**src/rtl/ps2_rx_frame.sv**
```systemverilog
// ps2_rx_frame: PS/2 receive front end that turns the keyboard's ps2c/ps2d
// lines into 8-bit scan codes.
// It synchronizes both pins, glitch-filters the clock line and checks each
// frame. A frame that stalls mid-way is aborted after a timeout.
//
// Ports:
//   clk          system clock (100 MHz)
//   reset        synchronous, active-high reset
//   ps2c, ps2d   asynchronous PS/2 clock/data pins, both idle high
//   rx_en        allows a new frame to start
//   rx_done_tick one-cycle pulse when a valid frame is received
//   dout         last valid scan code, held until the next valid frame
//   frame_err    one-cycle pulse when a frame is rejected or aborted
//
// Optional build macro: PS2_PARITY_CHECK_EN
//   When defined, a frame also needs odd parity over the data and parity bits.
//   When undefined, the parity bit is received but ignored.
module ps2_rx_frame #(
    parameter int unsigned FILTER_LEN  = 8,
    parameter int unsigned TIMEOUT_CYC = 100000
) (
    input  logic       clk,
    input  logic       reset,
    input  logic       ps2c,
    input  logic       ps2d,
    input  logic       rx_en,
    output logic       rx_done_tick,
    output logic [7:0] dout,
    output logic       frame_err
);

    localparam int unsigned TW = $clog2(TIMEOUT_CYC);

    typedef enum logic [1:0] {
        IDLE  = 2'd0,
        SHIFT = 2'd1,
        LOAD  = 2'd2
    } state_e;

    logic                  c_meta_q, c_sync_q, d_meta_q, d_sync_q;
    logic [FILTER_LEN-1:0] filt_q, filt_d;
    logic                  fclk_q, fclk_d;
    state_e                state_q, state_d;
    logic [3:0]            cnt_q, cnt_d;
    logic [9:0]            b_q, b_d;
    logic [TW-1:0]         tmo_q, tmo_d;
    logic                  rx_done_q, rx_done_d;
    logic [7:0]            dout_q, dout_d;
    logic                  frame_err_q, frame_err_d;

    logic                  fall_c;
    logic [9:0]            b_shift_c;
    logic                  frame_ok_c;

    // State registers; synchronizers and filter reset to the idle-high level.
    always_ff @(posedge clk) begin
        if (reset) begin
            c_meta_q    <= 1'b1;
            c_sync_q    <= 1'b1;
            d_meta_q    <= 1'b1;
            d_sync_q    <= 1'b1;
            filt_q      <= '1;
            fclk_q      <= 1'b1;
            state_q     <= IDLE;
            cnt_q       <= 4'd0;
            b_q         <= 10'd0;
            tmo_q       <= '0;
            rx_done_q   <= 1'b0;
            dout_q      <= 8'h00;
            frame_err_q <= 1'b0;
        end else begin
            c_meta_q    <= ps2c;
            c_sync_q    <= c_meta_q;
            d_meta_q    <= ps2d;
            d_sync_q    <= d_meta_q;
            filt_q      <= filt_d;
            fclk_q      <= fclk_d;
            state_q     <= state_d;
            cnt_q       <= cnt_d;
            b_q         <= b_d;
            tmo_q       <= tmo_d;
            rx_done_q   <= rx_done_d;
            dout_q      <= dout_d;
            frame_err_q <= frame_err_d;
        end
    end

    // Clock filter: the level changes only after FILTER_LEN equal samples.
    always_comb begin
        filt_d = {filt_q[FILTER_LEN-2:0], c_sync_q};
        fclk_d = fclk_q;
        if (&filt_d) begin
            fclk_d = 1'b1;
        end else if (~|filt_d) begin
            fclk_d = 1'b0;
        end
        fall_c = fclk_q & ~fclk_d;
    end

    // Frame check on the fully shifted word (stop in bit 9, parity in bit 8).
    always_comb begin
        b_shift_c  = {d_sync_q, b_q[9:1]};
`ifdef PS2_PARITY_CHECK_EN
        frame_ok_c = b_shift_c[9] & (^b_shift_c[8:0]);
`else
        frame_ok_c = b_shift_c[9];
`endif
    end

    // Receive FSM. The result pulses are registered on the edge that enters LOAD.
    always_comb begin
        state_d     = state_q;
        cnt_d       = cnt_q;
        b_d         = b_q;
        tmo_d       = tmo_q;
        rx_done_d   = 1'b0;
        dout_d      = dout_q;
        frame_err_d = 1'b0;
        case (state_q)
            IDLE: begin
                tmo_d = '0;
                if (fall_c && rx_en && !d_sync_q) begin
                    state_d = SHIFT;
                    cnt_d   = 4'd9;
                end
            end
            SHIFT: begin
                if (fall_c) begin
                    b_d   = b_shift_c;
                    tmo_d = '0;
                    if (cnt_q == 4'd0) begin
                        state_d = LOAD;
                        if (frame_ok_c) begin
                            rx_done_d = 1'b1;
                            dout_d    = b_shift_c[7:0];
                        end else begin
                            frame_err_d = 1'b1;
                        end
                    end else begin
                        cnt_d = cnt_q - 4'd1;
                    end
                end else if (tmo_q == TW'(TIMEOUT_CYC - 1)) begin
                    // Stalled frame: drop the partial data, keep dout.
                    frame_err_d = 1'b1;
                    state_d     = IDLE;
                    tmo_d       = '0;
                end else begin
                    tmo_d = tmo_q + TW'(1);
                end
            end
            LOAD: begin
                state_d = IDLE;
            end
            default: begin
                state_d = IDLE;
            end
        endcase
    end

    assign rx_done_tick = rx_done_q;
    assign dout         = dout_q;
    assign frame_err    = frame_err_q;

endmodule

```
**config.mk**
```make
export PLATFORM = sky130hd
export DESIGN_NAME = ps2_rx_frame
export DESIGN_NICKNAME = d
export VERILOG_FILES = /design/src/rtl/ps2_rx_frame.sv
export SDC_FILE = /design/constraint.sdc
export NUM_CORES = 1
export LEC_CHECK = 0
export CAP_MARGIN = 15
export CORE_MARGIN = 10
export CORE_UTILIZATION = 30
export DETAILED_ROUTE_END_ITERATION = 7
export HOLD_SLACK_MARGIN = 0.05
export PLACE_DENSITY_LB_ADDON = 0.08
export SYNTH_ARGS = -nofsm -noshare
export SYNTH_HDL_FRONTEND = slang
export SYNTH_SLANG_ARGS = --single-unit
```
**constraint.sdc**
```tcl
create_clock -name clk -period 4.95 [get_ports clk]
set_input_delay 1.2375 -clock clk [delete_from_list [all_inputs] [get_ports clk]]
set_output_delay 1.2375 -clock clk [all_outputs]
set_load 0.05 [all_outputs]
```
==> metrics.cfg <==
[setup_path]
start_kind = flop
worst-endpoint-required_ps = 3710
worstPathMaxFanout = 2
crit_family = buffers and inverters
slowest_delay_ps = 820
critPathBufInv = 1
critical_path_depth = 1
end_kind = primary output
worstRegToRegCells = 4
crit_slowest_cell = clkdlybuf4s50_1
crit_arrival_ps = 1490
crit_type = reg2out
worstPathCellList = clkdlybuf4s50_1

[pwr]
leakage_nw = 0.835
vdd_ir_drop_max_uv = 106
power_density_nw_per_um2 = 272

[hold_path]
hold_path_depth = 1
hold_class = reg2reg

[grt]
grt_pass1_vias = 1725
track_usage = 0.0918
overflow = 0
grt_pass1_wl_mm = 8.67
grt_max_degree = 23
grt_antenna_before_repair = 0

[detailed_routing]
first_pass_iters = 4
wire_per_inst_um = 13.5
drtIter0Drc = 91
antenna_left = 0
via_per_inst = 4.82
num_vias = 1765
routed_wl_mm = 4.95
drc = 0

[die]
die_y_um = 107
rows = 31
floorplan.initialDensity = 0.310
ioPinCount = 15
die_w_um = 107
core-area_um2 = 7290
dieArea_um2 = 11400

[finish]
nets = 274
mostFrequentLayoutCells = 54 x dfxtp_1, 29 x nand2_1, 25 x a21oi_1
post-route-util = 0.353
final_common_cell = dfxtp_1
design_area_um2 = 2570
n_antenna_cell = 0
areaGrowthSynthToFinish_pct = 14.0
drive_above_1_share = 0.109

[clock_network]
cts.hold.buffers_added = 0
root_buffer = clkbuf_8
cts_buffer_depth = 2
clk_pin_slew_ps = 110
cts_tree = done
clkSinkCount = 54
cts_inserted_buffers = 5
cts_resized = 0
post_cts_buffers = 0
clk-insertion-delay-late_ps = 320
htree_levels = 2

[run_status]
outcome = finished, final reports clean

[synthesis]
synthesis.area_um2 = 2260
ys_ff_latch = 54
synth_cell_types = 42
ys_warn_count = 0
synthArstFlopShare = 0
seq_area_frac_synth = 0.479
synth_flop_cell = dfxtp_1
synthCells = 255
synth-edff-count = 0
syn_nets = 263
postSynthAreaPerCell_um2 = 8.85

[timing]
fin_worst_skew_ps = 17.5
tns_ps = 0
hold_ws_ps = 417
worst_pin_slew_ps = 768
hold_violations = 0
period_needed_ps = 2730
rsz0062_at_grt = false
setup_viol = 0
slew_viol_final = 0
slew_headroom = 0.486
layout_worst_path_cycle_share = 0.551
max_freq_mhz = 367

[placed_design]
dp_hpwl_mm = 3.38
placed_area_um2 = 2480
place.gp.congestion = 0.737
port_buffers = 14

[flow_run]
maxCapViolations = 0

==> path summary, 6_finish.rpt <==
check,slack [ps],startpoint,endpoint
max reg2reg,2930,filt_q[0],cnt_q[3]
max,2220,dout[0],dout[0]
min,420,c_meta_q,c_sync_q
min reg2reg,420,c_meta_q,c_sync_q
==> state kept, by name (all words and copies together), names as in the netlist <==
signal / cells
tmo_q: 17
b_q: 9
dout: 8
filt_q: 7
cnt_q: 4
state_q: 2
c_meta_q: 1
c_sync_q: 1
d_meta_q: 1
d_sync_q: 1
fclk_q: 1
frame_err: 1
rx_done_tick: 1
==> report_power, final <==
part,internal [mW],switching (mW)
registers,0.436,0.00163
clock network,0.0998,0.151
logic,0.00552,0.00669
total,0.542,0.159
==> per-stage QoR <==
step	power (mW)	std cells	setup slack, ps
finish	0.701	366	2220
detailed placement	0.460	358	1930
global route	0.733	366	2120
floorplan	0.454	255	2630
CTS	0.711	366	2220
global placement	0.460	358	1960
==> cell type report <==
cell class | count | area (um2)
Timing Repair Buffer | 16 | 155
Inverter | 5 | 18.8
Multi-Input combinational cell | 184 | 1100
Fill cell | 790 | 4720
Tap cell | 99 | 124
Clock buffer | 5 | 68.8
Sequential cell | 54 | 1080
Clock inverter | 3 | 21.3
==> kinds of logic (layout without fill, tap and decap cells) <==
| group | count (synthesis) | in the layout | synth area share |
|---|---|---|---|
| flip-flops | 54 | 54 | 0.479 |
| multiplexers | 1 | 1 | 0.00499 |
| buffers and inverters | 17 | 29 | 0.0322 |
| AND/OR/NAND/NOR | 121 | 121 | 0.305 |
| adder cells (fa/ha/maj) | 3 | 3 | 0.0166 |
| AO/OA/AOI/OAI | 50 | 50 | 0.127 |
| XOR/XNOR | 9 | 9 | 0.0349 |
==> cell usage after synthesis (2+ instances only) <==
cell type  count  share of area
a21oi_1       25          0.055
a32oi_1        2         0.0078
and3_1         5          0.014
and4_1         3          0.012
buf_2          3         0.0066
clkbuf_1       7          0.012
dfxtp_1       54           0.48
ha_1           3          0.017
inv_1          5         0.0083
nand2_1       29          0.048
nand2b_1       3         0.0083
nand3_1       16          0.035
nand4_1        9          0.025
nor2_1        15          0.025
nor2b_1        3         0.0083
nor3_1         5          0.011
nor4_1         3         0.0083
nor4_4         2          0.019
o21ai_0       15          0.033
o31ai_1        2         0.0066
or2_2         11          0.030
or3_1          6          0.017
or4_1          2         0.0066
or4b_1         2         0.0089
xnor2_1        3          0.012
xor2_1         6          0.023
==> layer usage <==
layer / wire length (um) / GRT usage
met4: 34 / 0.0261
met3: 144 / 0.0317
met5: 0 / 0
met2: 2240 / 0.140
met1: 2530 / 0.119
No activity file was read; power rests on OpenSTA's default activity.
